### src/rtl/spi_pkg.sv
// spi_pkg: shared types and constants for the SPI master controller.
// State encoding, SPI mode constants ({CPOL, CPHA}) and the edge-counter width helper.
package spi_pkg;

   typedef enum logic [1:0] {
      IDLE  = 2'd0,
      SETUP = 2'd1,
      XFER  = 2'd2,
      HOLD  = 2'd3
   } spi_state_t;

   // Each mode encodes {CPOL, CPHA}.
   localparam logic [1:0] SPI_MODE0 = 2'b00;
   localparam logic [1:0] SPI_MODE1 = 2'b01;
   localparam logic [1:0] SPI_MODE2 = 2'b10;
   localparam logic [1:0] SPI_MODE3 = 2'b11;

   // The edge counter must hold the value 2*bits (the last sclk edge).
   function automatic int edge_cnt_width(input int bits);
      return $clog2(2 * bits + 1);
   endfunction

endpackage

### src/rtl/spi_master_ctrl_if.sv
// spi_master_ctrl_if: requester-side handshake of the SPI master.
// The requester uses the master modport; the controller uses the slave modport.
interface spi_master_ctrl_if #(parameter int BITS = 12) ();
   logic            start;
   logic [BITS-1:0] din;
   logic            busy;
   logic            done;
   logic [BITS-1:0] dout;

   modport master (output start, output din, input busy, input done, input dout);
   modport slave  (input start, input din, output busy, output done, output dout);
endinterface

### src/rtl/spi_clk_div.sv
// spi_clk_div: half-period tick generator. Emits a one-cycle tick every
// CLK_DIV enabled cycles; the count restarts from zero whenever en is low.
module spi_clk_div #(
   parameter int CLK_DIV = 5
) (
   input  logic clk,
   input  logic rst,
   input  logic en,
   output logic tick
);
   localparam int            CW   = (CLK_DIV > 1) ? $clog2(CLK_DIV) : 1;
   localparam logic [CW-1:0] LAST = CW'(CLK_DIV - 1);

   logic [CW-1:0] cnt;

   // Count enabled cycles modulo CLK_DIV; cleared while disabled so it restarts on enable rise.
   always_ff @(posedge clk or posedge rst) begin
      if (rst) begin
         cnt <= '0;
      end else if (!en) begin
         cnt <= '0;
      end else if (cnt == LAST) begin
         cnt <= '0;
      end else begin
         cnt <= cnt + CW'(1);
      end
   end

   assign tick = en && (cnt == LAST);
endmodule

### src/rtl/spi_master_ctrl.sv
// spi_master_ctrl: full-duplex SPI master with configurable width, divider,
// CPOL/CPHA and bit order. sclk is a registered data output, never a clock.
// Optional feature macro: SPI_MASTER_LOOPBACK_EN (adds the loopback input,
// which routes the internal mosi register into the RX sampler).
module spi_master_ctrl import spi_pkg::*; #(
   parameter int BITS      = 12,
   parameter int CLK_DIV   = 5,
   parameter bit CPOL      = 1'b0,
   parameter bit CPHA      = 1'b0,
   parameter bit MSB_FIRST = 1'b1
) (
   input  logic              clk,
   input  logic              rst,
   spi_master_ctrl_if.slave  bus,
   input  logic              miso,
`ifdef SPI_MASTER_LOOPBACK_EN
   input  logic              loopback,
`endif
   output logic              sclk,
   output logic              mosi,
   output logic              cs_n
);
   localparam int            EW        = edge_cnt_width(BITS);
   localparam logic [EW-1:0] LAST_EDGE = EW'(2 * BITS);
   localparam logic [EW-1:0] PENULT    = EW'(2 * BITS - 1);
   localparam logic [1:0]    S_IDLE    = IDLE;
   localparam logic [1:0]    S_SETUP   = SETUP;
   localparam logic [1:0]    S_XFER    = XFER;
   localparam logic [1:0]    S_HOLD    = HOLD;

   logic [1:0]      state;
   logic [BITS-1:0] tx_sr;
   logic [BITS-1:0] rx_sr;
   logic [EW-1:0]   edge_cnt;
   logic            tick;
   logic            lead;
   logic            do_edge;
   logic            rx_bit;

   function automatic logic first_bit(input logic [BITS-1:0] w);
      return MSB_FIRST ? w[BITS-1] : w[0];
   endfunction

   function automatic logic [BITS-1:0] shift_out(input logic [BITS-1:0] w);
      return MSB_FIRST ? {w[BITS-2:0], 1'b0} : {1'b0, w[BITS-1:1]};
   endfunction

   // Received bits enter at the end opposite to the first bit so the word lands in natural order.
   function automatic logic [BITS-1:0] shift_in(input logic [BITS-1:0] w, input logic b);
      return MSB_FIRST ? {w[BITS-2:0], b} : {b, w[BITS-1:1]};
   endfunction

   spi_clk_div #(.CLK_DIV(CLK_DIV)) u_clk_div (
      .clk  (clk),
      .rst  (rst),
      .en   (state != S_IDLE),
      .tick (tick)
   );

`ifdef SPI_MASTER_LOOPBACK_EN
   logic lb;
   assign rx_bit = lb ? mosi : miso;
`else
   assign rx_bit = miso;
`endif

   // The next sclk edge is leading when an even number of edges has been produced so far.
   assign lead    = ~edge_cnt[0];
   // The SETUP tick produces edge 1; XFER ticks produce the rest, then one extra half-period.
   assign do_edge = tick && ((state == S_SETUP) || ((state == S_XFER) && (edge_cnt != LAST_EDGE)));

   // Transfer FSM plus the sclk, shift-register and output registers it drives.
   always_ff @(posedge clk or posedge rst) begin
      if (rst) begin
         state    <= S_IDLE;
         tx_sr    <= '0;
         rx_sr    <= '0;
         edge_cnt <= '0;
         sclk     <= CPOL;
         mosi     <= 1'b0;
         cs_n     <= 1'b1;
         bus.busy <= 1'b0;
         bus.done <= 1'b0;
         bus.dout <= '0;
`ifdef SPI_MASTER_LOOPBACK_EN
         lb       <= 1'b0;
`endif
      end else begin
         bus.done <= 1'b0;
         case (state)
            S_IDLE: begin
               if (bus.start) begin
                  state    <= S_SETUP;
                  cs_n     <= 1'b0;
                  bus.busy <= 1'b1;
                  rx_sr    <= '0;
                  edge_cnt <= '0;
`ifdef SPI_MASTER_LOOPBACK_EN
                  lb       <= loopback;
`endif
                  if (CPHA) begin
                     tx_sr <= bus.din;
                     mosi  <= 1'b0;
                  end else begin
                     tx_sr <= shift_out(bus.din);
                     mosi  <= first_bit(bus.din);
                  end
               end
            end
            S_SETUP: begin
               if (tick) begin
                  state <= S_XFER;
               end
            end
            S_XFER: begin
               if (tick && (edge_cnt == LAST_EDGE)) begin
                  state <= S_HOLD;
               end
            end
            S_HOLD: begin
               if (tick) begin
                  state    <= S_IDLE;
                  cs_n     <= 1'b1;
                  mosi     <= 1'b0;
                  bus.busy <= 1'b0;
                  bus.dout <= rx_sr;
                  bus.done <= 1'b1;
               end
            end
            default: begin
               state <= S_IDLE;
            end
         endcase

         if (do_edge) begin
            sclk     <= ~sclk;
            edge_cnt <= edge_cnt + EW'(1);
            if (lead ^ CPHA) begin
               rx_sr <= shift_in(rx_sr, rx_bit);
            end
            // CPHA=1 advances on leading edges; CPHA=0 on trailing edges except the final one.
            if (CPHA ? lead : (!lead && (edge_cnt != PENULT))) begin
               mosi  <= first_bit(tx_sr);
               tx_sr <= shift_out(tx_sr);
            end
         end
      end
   end
endmodule

### src/flat_wrapper.sv
// flat-port wrapper written by rule: the top's interface ports become plain ports
module spi_master_ctrl_flat import spi_pkg::*;
#(
   parameter int BITS      = 12,
   parameter int CLK_DIV   = 5,
   parameter bit CPOL      = 1'b0,
   parameter bit CPHA      = 1'b0,
   parameter bit MSB_FIRST = 1'b1
)
  (clk, rst, miso, sclk, mosi, cs_n, bus_start, bus_din, bus_busy, bus_done, bus_dout);
  spi_master_ctrl_if #(.BITS(BITS)) bus_i ();
  input  logic clk;
  input  logic rst;
  input  logic miso;
  output logic sclk;
  output logic mosi;
  output logic cs_n;
  input wire logic [$bits(bus_i.start)-1:0] bus_start;
  input wire logic [$bits(bus_i.din)-1:0] bus_din;
  output wire logic [$bits(bus_i.busy)-1:0] bus_busy;
  output wire logic [$bits(bus_i.done)-1:0] bus_done;
  output wire logic [$bits(bus_i.dout)-1:0] bus_dout;
  assign bus_i.start = bus_start;
  assign bus_i.din = bus_din;
  assign bus_busy = bus_i.busy;
  assign bus_done = bus_i.done;
  assign bus_dout = bus_i.dout;
  spi_master_ctrl #(.BITS(BITS), .CLK_DIV(CLK_DIV), .CPOL(CPOL), .CPHA(CPHA), .MSB_FIRST(MSB_FIRST)) u_core (.clk(clk), .rst(rst), .bus(bus_i), .miso(miso), .sclk(sclk), .mosi(mosi), .cs_n(cs_n));
endmodule
### config.mk
export PLATFORM = sky130hd
export DESIGN_NAME = spi_master_ctrl_flat
export DESIGN_NICKNAME = d
export VERILOG_FILES = /design/src/rtl/spi_pkg.sv /design/src/rtl/spi_master_ctrl_if.sv /design/src/rtl/spi_clk_div.sv /design/src/rtl/spi_master_ctrl.sv /design/src/flat_wrapper.sv
export SDC_FILE = /design/constraint.sdc
export NUM_CORES = 1
export LEC_CHECK = 0
export CAP_MARGIN = 30
export CORE_MARGIN = 2
export CORE_UTILIZATION = 50
export DETAILED_ROUTE_END_ITERATION = 8
export PLACE_DENSITY = 0.74
export SYNTH_ARGS = -nofsm -noshare
export SYNTH_HDL_FRONTEND = slang
export SYNTH_SLANG_ARGS = --single-unit
### constraint.sdc
create_clock -name clk -period 5.8 [get_ports clk]
set_input_delay 0.87 -clock clk [delete_from_list [all_inputs] [get_ports clk]]
set_output_delay 0.87 -clock clk [all_outputs]
set_load 0.01 [all_outputs]
**After elaboration in Yosys (flattened, before gate mapping)**

Index checks and enable logic that the tools add are counted.

- Register bits: 51
- Bits in latches: 0
- Bits in writable memories: 0
- ROM bits: 0
- Input bits: 16
- Word-level logic and storage cells: 71
- Memories kept: 0

- $add $sub $neg: 2
- Multipliers: 0
- Div/mod/pow operators: 0
- Order comparisons: 0
- Eq/ne operators: 11
- Shifts and indexed selects: 0
- Mux-type cells: 31
- Bitwise operators: 1
- Reduce and logical (&&, ||, !) cells: 15

Operator list:

| operator | count |
|---|---|
| $mux 12 | 8 |
| $mux 5 | 3 |
| $mux 1 | 10 |
| $ne 5x5->1 const B | 2 |
| $mux 2 | 4 |
| $pmux 2 s4 | 1 |
| $reduce_bool 2->1 | 4 |
| $mux 3 | 2 |
| $pmux 1 s2 | 3 |
| $add 5x1->5 const B | 1 |
| $eq 5x5->1 const B | 1 |
| $logic_and 1x1->1 | 5 |
| $eq 2x2->1 const B | 2 |
| $ne 2x1->1 const B | 2 |
| $ne 2x2->1 const B | 2 |
| $reduce_and 2->1 | 2 |
| $reduce_and 4->1 | 1 |
| $add 3x1->3 const B | 1 |
| $eq 3x3->1 const B | 1 |
| $reduce_and 3->1 | 1 |
| $eq 2x1->1 const B | 1 |
| $logic_not 2->1 | 1 |
| $logic_or 1x1->1 | 1 |
| $not 1->1 | 1 |

**Longest topological paths before layout**

Gate-level depths: netlist of the first run.

- Depth after elaboration: 6
- Gate-level depth with buffers: 8

**Cells and area by module**

Synthesis of the first run repeated with hierarchy kept, for this count alone.

- Cell total of the unflattened synthesis: 203
- Area total of the unflattened synthesis: 2434.8 um^2

Modules (own cells, without submodules):

| module | instances | cells each | area each (um^2) | seq. area each (um^2) |
|---|---|---|---|---|
| spi_master_ctrl | 1 | 188 | 2279.7 | 1202.4 |
| spi_clk_div | 1 | 15 | 155.1 | 75.1 |

**Worst setup path after synthesis of the first run**

OpenSTA, ideal clock, no wires.

- Path kind: reg2reg
- Start point: reg u_core.edge_cnt[0]
- End point: reg u_core.tx_sr[10]
- Arrival: 2.011 ns
- Data required time: 5.675 ns
- Slack: 3.664 ns
- Cell stages (with the launch flop): 8
- Clock period less this slack: 2.136 ns
- Path through: dfrtp_1 -> inv_1 -> ha_1 -> and4b_4 -> a211o_4 -> nor3_4 -> buf_6 -> mux2_2

- Cells in the longest elaborated chain, start to end: 5
- Elaborated cells on any way between the ends: 8

Ends and longest elaborated chain:

| item | RTL line | RTL |
|---|---|---|
| start, declared | spi_master_ctrl.sv:34 | `logic [EW-1:0] edge_cnt;` |
| start signal, assigned | spi_master_ctrl.sv:137 | `edge_cnt <= edge_cnt + EW'(1);` |
| $ne 5x5->1 | spi_master_ctrl.sv:70 | `assign do_edge = tick && ((state == S_SETUP) \|\| ((state == S_XFER) && (edge_cnt != LAST_EDGE)));` |
| $logic_and 1x1->1 | spi_master_ctrl.sv:70 |  |
| $logic_or 1x1->1 | spi_master_ctrl.sv:70 |  |
| $logic_and 1x1->1 | spi_master_ctrl.sv:70 |  |
| $mux 12 (*) | spi_master_ctrl.sv:135 | `if (do_edge) begin` |
| end signal, assigned | spi_master_ctrl.sv:102 | `tx_sr <= bus.din;` |
| end signal, assigned | spi_master_ctrl.sv:105 | `tx_sr <= shift_out(bus.din);` |
| end signal, assigned | spi_master_ctrl.sv:144 | `tx_sr <= shift_out(tx_sr);` |
| end, declared | spi_master_ctrl.sv:32 | `logic [BITS-1:0] tx_sr;` |

Every way passes the cells marked *; elsewhere a longest branch is shown, timed or not.
A chain may end at the register's enable or synchronous reset.

**Final worst setup path of the first run**

- Start point: reg u_core.state[1]
- End point: reg u_core.tx_sr[9]

- Cells in the longest elaborated chain, start to end: 5
- Elaborated cells on any way between the ends: 11

Ends and longest elaborated chain:

| item | RTL line | RTL |
|---|---|---|
| start, declared | spi_master_ctrl.sv:31 | `logic [1:0] state;` |
| start signal, assigned | spi_master_ctrl.sv:75 | `state <= S_IDLE;` |
| start signal, assigned | spi_master_ctrl.sv:93 | `state <= S_SETUP;` |
| start signal, assigned | spi_master_ctrl.sv:112 | `state <= S_XFER;` |
| $eq 2x2->1 | spi_master_ctrl.sv:70 |  |
| $logic_and 1x1->1 | spi_master_ctrl.sv:70 |  |
| $logic_or 1x1->1 | spi_master_ctrl.sv:70 |  |
| $logic_and 1x1->1 | spi_master_ctrl.sv:70 |  |
| $mux 12 (*) | spi_master_ctrl.sv:135 |  |

Marked as above.

==> run summary, run 1 <==
Timing
- 0.3889 — Slew Limit Headroom
- 0 — Final Hold Fails
- 3190 ps — Worst Slack Setup Final
- 0.4500 — fin crit share
- 0 — number of pins with negative max-slew slack in the final report
- 2610 ps — Period minus WS final
- 5.939 ps — clk_skew
- 914.4 ps — Slew @ Worst Pin
- 0 ps — setup TNS
- 0 — Final Setup Violations
- 0.3832 GHz — Max Clock Freq
- no — RSZ-0062 raised after global routing

CTS
- clkbuf_8 — clock tree root buffer cell
- 0 — number of buffers inserted for hold repair after clock tree synthesis
- 2 — clk buf depth
- built — CTS tree
- 5 — TritonCTS buffer count
- 2 — Clock H-tree levels
- 90 ps — clock transition at the register clock pins on the worst setup and hold paths after CTS
- 310 ps — clock latency at the later pin of the worst-skew pair
- 0 — count of cells resized by post-cts repair
- 51 — count of clock tree sinks
- 0 — post-CTS setup buffer count

Finish
- 0 — count of antenna diodes in the layout
- 0.1583 — share of cells above drive strength 1
- 21.00% — post-synthesis to final-layout area growth
- 282 — Nets

Setup path
- 13 — worst-path fanout max
- u_core.state[1] — launch instance of the worst register-to-register path
- flip-flop — startpoint class of the critical path
- flip-flop — type of element capturing the critical path
- 2810 ps — critical path data arrival time
- flip-flop to flip-flop — critical path type
- 6000 ps — Worst EP required
- u_core.state[1] — CP startpoint

Synth
- 36 — Synth cell types
- 249 — number of nets produced by synthesis
- 225 — post-synthesis instance total
- dfrtp_1 — library cell with the largest summed area after synthesis
- 10.57 µm² — Post-Syn Area per Cell
- 0 — Synth warnings
- 51 — Seq cells post-synth
- 2377 µm² — netlist area before placement
- 0.5374 — sequential element share of the synthesized area
- dfrtp_1 (53%), mux2_2 (11%), nand2_1 (11%) — top cells by area in the synthesized netlist
- 0.5263 — share of Yosys cell area claimed by the top area cell type

Routing
- 1854 µm — routed length on met2
- met4 — highest routing layer actually used
- 12.51 µm — wire length per cell after detailed routing
- 88 — violation count after the first detailed-route iteration
- 4 — first-pass iteration count of the detailed router
- 1825 µm — M1 WL
- 153 µm — routed wire length on met3
- 0 — ANT nets after route
- 1628 — vias post-DR
- 0 — post-detailed-route DRC marker count
- 5.201 — vias per inst
- 3915 µm — Detailed Route WL

Outcome
- finished clean — run status

Die
- 72.96 µm — Die Width
- 5322 µm² — Total Die Area
- 33 — io pins
- 25 — Rows
- 4661 µm² — Core Area
- 72.96 µm — Die Ht
- 0.5101 — starting density of the core

Placement
- 0.7720 — final weighted congestion of routability-driven global placement
- 2928 ps — post-place setup slack
- 2841 µm — Post-DP HPWL
- 32 — quantity of I/O buffers inserted on ports

Pwr
- 1.457 nW — leakage power
- 222.3 nW/µm² — total power density per cell area
- 0.0001157 V — worst supply voltage drop on vdd

GRT
- 0.1701 — total global-route track usage
- 0 — GRT overflow
- 1572 — number of global-route vias before repair
- 6989 µm — wire length of the first global-routing pass
- 34 — largest net degree at the start of global routing
- 0 — number of antenna violations at the first check in global routing

Worst hold path
- u_core.u_clk_div.cnt[0] — hold path start
- flip-flop to flip-flop — type of the most critical hold path

Flow run
- 0 — count of max-cap constraint violations

==> stage by stage <==
| step | hold WS, ps | power, mW | util | area (µm²) | cells |
|---|---|---|---|---|---|
| CTS | 475.0 | 0.6468 | 0.6148 | 2865 | 312 |
| finish | 471.9 | 0.6395 | 0.6172 | 2877 | 313 |
| global placement | 452.4 | 0.3851 | 0.5844 | 2724 | 303 |
| global route | 500.1 | 0.6619 | 0.6172 | 2877 | 313 |
| floorplan | 432.9 | 0.3718 | - | 2377 | 225 |
| detailed placement | 458.6 | 0.3869 | 0.5887 | 2744 | 304 |
==> path summary, 6_finish.rpt <==
| kind | endpoint | slack [ps] | depth (start not counted) |
|---|---|---|---|
| max reg2reg | u_core.tx_sr[9] | 3190 | 6 |
| max | u_core.tx_sr[9] | 3190 | 6 |
| max in group asynchronous | u_core.cs_n | 4350 | 3 |
| min reg2reg | u_core.u_clk_div.cnt[0] | 470 | 1 |
| min in group asynchronous | u_core.tx_sr[5] | 870 | 2 |
| min | u_core.u_clk_div.cnt[0] | 470 | 1 |
==> cell type report <==
type                    count  area, µm²
repair buffers             34      351.6
inverters                  11      41.29
multi-input cells         155       1017
flip-flops and latches     51       1277
clock buffers               6      82.58
well taps                  54      67.56
clock inverters             2      38.79
fillers                   405       1784
==> kinds of logic after synthesis <==
group | synth area share
compound gates | 0.09211
xor+xnor | 0.003685
fa+ha+maj | 0.04211
buf+inv | 0.03473
flops | 0.5374
mux | 0.1221
simple gates | 0.1679
==> flip-flops by register name, summed over array words and instances, names as in the netlist, 2 cells and up <==
register	count
u_core.u_clk_div.cnt	3
u_core.state	2
u_core.bus.dout	12
u_core.tx_sr	12
u_core.edge_cnt	5
u_core.rx_sr	12
==> cell usage after synthesis (all sizes together) <==
master / instances
nand2: 68
dfrtp: 50
mux2: 24
o21ai: 15
inv: 11
ha: 8
buf: 5
a21o: 4
a21oi: 4
nor2: 4
clkbuf: 3
nand2b: 3
a211o: 2
a211oi: 2
and4b: 2
mux2i: 2
nand3: 2
nor2b: 2
nor3: 2
a2111oi: 1
a22oi: 1
a2bb2oi: 1
and3: 1
dfstp: 1
nand3b: 1
nand4b: 1
nor4: 1
o221ai: 1
or2: 1
or2b: 1
xnor2: 1
==> routing by layer <==
layer  vias to the layer above  track usage
met5                         -            0
met4                         0      0.06996
met3                         8      0.04558
met2                        35       0.2747
met1                       773       0.2175
li1                        812            -
==> power breakdown <==
| part | leakage (nW) | internal, mW | total (mW) | switching (mW) |
|---|---|---|---|---|
| Combinational | 0.763 | 0.0110 | 0.0205 | 0.00946 |
| Sequential | 0.632 | 0.357 | 0.359 | 0.00148 |
| Clock | 0.0618 | 0.142 | 0.261 | 0.119 |
| Total | 1.46 | 0.510 | 0.640 | 0.130 |
==> critical path, cell delays in order, from the launching register on <==
cell      delay [ps]
dfrtp_1          410
inv_1             80
ha_1             310
nand3b_1         380
a211o_4          390
nor3_4           530
mux2_2           400
==> placed cells by master (no fill, tap or decap), types with 2 or more instances in the layout <==
cell / synthesis / final
nand2_1: 68 / 68
dfrtp_1: 50 / 50
clkdlybuf4s50_1: 0 / 32
mux2_2: 24 / 24
o21ai_0: 15 / 15
inv_1: 11 / 10
ha_1: 8 / 8
clkbuf_8: 0 / 6
nor2_1: 4 / 4
a21oi_1: 4 / 4
a21o_1: 4 / 4
nand2b_1: 3 / 3
nor2b_1: 2 / 2
a211oi_1: 2 / 2
mux2i_1: 2 / 2
nand3_1: 2 / 2
Power figures use the tool's default switching activity.
==> run 2, diff against run 1 <==
clock period = 2.69 ns   (was 5.8 ns; I/O delays follow)
==> run 2 against run 1 <==
Clock-buffer cell count decreased by 1. Maximum frequency increased by 18%. Combinational power increased by 110%. Sequential share of layout area increased by 0.097 points. Sequential power increased by 120%. Final cell count increased by 1.6%. Critical endpoint is now u_core.tx_sr[1]. Sequential cell count unchanged. Non-clock buffer count increased by 5. Hold slack got worse by 63 ps.
==> run summary, run 2 (synthesized netlist as in run 1, its figures left out) <==
Outcome
- finished clean — run status

CTS
- 0 — count of cells resized by post-cts repair
- 0 — number of buffers inserted for hold repair after clock tree synthesis
- built — CTS tree
- 2 — Clock H-tree levels
- 100 ps — clock transition at the register clock pins on the worst setup and hold paths after CTS
- clkbuf_8 — clock tree root buffer cell
- 0 — post-CTS setup buffer count
- 2 — clk buf depth
- 51 — count of clock tree sinks
- 310 ps — clock latency at the later pin of the worst-skew pair
- 5 — TritonCTS buffer count

GRT
- 0.1788 — total global-route track usage
- 7320 µm — wire length of the first global-routing pass
- 26 — largest net degree at the start of global routing
- 0 — number of antenna violations at the first check in global routing
- 1631 — number of global-route vias before repair
- 0 — GRT overflow

Setup path
- 2890 ps — Worst EP required
- 2410 ps — critical path data arrival time
- inv_1 > ha_1 > nand3b_1 > a211o_4 > nor3_4 > buf_4 > mux2_2 — worst-path cell chain
- 7 — reg2reg path depth
- 470 ps — reg-to-reg slack, setup
- 13 — worst-path fanout max
- 390 ps — delay of the slowest cell on the worst path
- 7 — stages on the worst setup path
- a211o_4 — library cell contributing the largest single delay on the critical path
- u_core.state[0] — launch instance of the worst register-to-register path
- u_core.tx_sr[1] — end of the worst register-to-register path
- flip-flop — type of element capturing the critical path
- flip-flop — startpoint class of the critical path
- flip-flop to flip-flop — critical path type
- simple AND/OR/NAND/NOR gates — cell class contributing the biggest share of worst-path delay
- 2 — WP buf/inv

Finish
- nand2_1 (68), dfrtp_1 (50), clkdlybuf4s50_1 (32), mux2_2 (24), o21ai_0 (15) — most frequent cells in the layout
- nand2_1 — leading cell type in the layout, fill and taps excluded
- 0.6158 — post-route core utilization
- 0.1742 — share of cells above drive strength 1
- 0 — count of antenna diodes in the layout
- 20.74% — post-synthesis to final-layout area growth
- u_core.bus.dout: 12 flops, u_core.rx_sr: 12 flops, u_core.tx_sr: 12 flops — registers with the highest flip-flop counts
- 363 — filler cell count in the final layout
- 318 — final instance count without filler cells
- 287 — Nets

Timing
- 0.4509 GHz — Max Clock Freq
- 554.5 ps — Slew @ Worst Pin
- no — RSZ-0062 raised after global routing
- 0.8245 — fin crit share
- 15.83 ps — clk_skew
- 0.6294 — Slew Limit Headroom
- 2218 ps — Period minus WS final
- 0 — Final Setup Violations
- 0 ps — setup TNS
- 0 — Final Hold Fails
- 0 — number of pins with negative max-slew slack in the final report

Flow run
- 0 — count of max-cap constraint violations

Routing
- 156 — violation count after the first detailed-route iteration
- 1625 — vias post-DR
- 5.110 — vias per inst
- 12.74 µm — wire length per cell after detailed routing
- 4 — first-pass iteration count of the detailed router
- 0 — ANT nets after route
- 4052 µm — Detailed Route WL
- 0 — post-detailed-route DRC marker count

Worst hold path
- input port to asynchronous set/reset pin — type of the most critical hold path

Die
- 72.96 µm — Die Width
- 5322 µm² — Total Die Area
- 25 — Rows
- 4661 µm² — Core Area
- 72.96 µm — Die Ht
- 0.5101 — starting density of the core
- 33 — io pins

Placement
- 0.8209 — final weighted congestion of routability-driven global placement
- 32 — quantity of I/O buffers inserted on ports
- 2952 µm — Post-DP HPWL
- 310 — # placed instances

Pwr
- 440.4 nW/µm² — total power density per cell area
- 1.457 nW — leakage power
- 1.264 mW — total chip power
- 0.0002442 V — worst supply voltage drop on vdd

==> run 2: cell types whose count changed in the layout (fill, tap and decap cells not counted), sizes merged <==
cell	change
clkinv	+2
clkbuf	-1
inv	-1
bufinv	-1
clkinvlp	+1
buf	+5
==> run 2: final cells by class <==
cell class,count,area [µm²],area share
Tap cell,54,67.56,0.02354
Sequential cell,51,1277,0.4451
Multi-Input combinational cell,155,1017,0.3544
Clock buffer,5,68.82,0.02398
Inverter,11,41.29,0.01439
Timing Repair Buffer,39,372.9,0.1299
Clock inverter,3,25.02,0.008718
==> run 2: layer usage <==
metal,vias to the layer above,track usage,share of wire
met5,-,0,0
met4,0,0.05556,0.014
met3,6,0.05110,0.036
met2,37,0.2879,0.46
met1,757,0.2350,0.49
li1,825,-,-
==> run 2: per-stage QoR <==
stage | setup WS, ps | cell area, µm² | hold slack [ps]
after global placement | 517.2 | 2776 | 448.4
after global routing | 321.8 | 2870 | 466.9
after CTS | 470.4 | 2870 | 425.0
after detailed placement | 477.2 | 2776 | 452.7
after floorplan | 554.1 | 2377 | 432.9
final | 472.1 | 2870 | 409.2
==> run 2: power breakdown <==
group / switching (mW) / total [mW] / internal [mW]
clock network: 0.262 / 0.448 / 0.186
logic: 0.0201 / 0.0428 / 0.0228
registers: 0.00292 / 0.773 / 0.770
==> run 2: worst max path at each step <==
stage                                  start               end  slack (ps)
after global placement    u_core.edge_cnt[0]   u_core.tx_sr[5]         520
after floorplan           u_core.edge_cnt[0]  u_core.tx_sr[10]         550
after CTS                    u_core.state[0]   u_core.tx_sr[1]         470
final                        u_core.state[0]   u_core.tx_sr[1]         470
after global routing         u_core.state[0]   u_core.tx_sr[1]         320
after detailed placement  u_core.edge_cnt[0]   u_core.tx_sr[1]         480
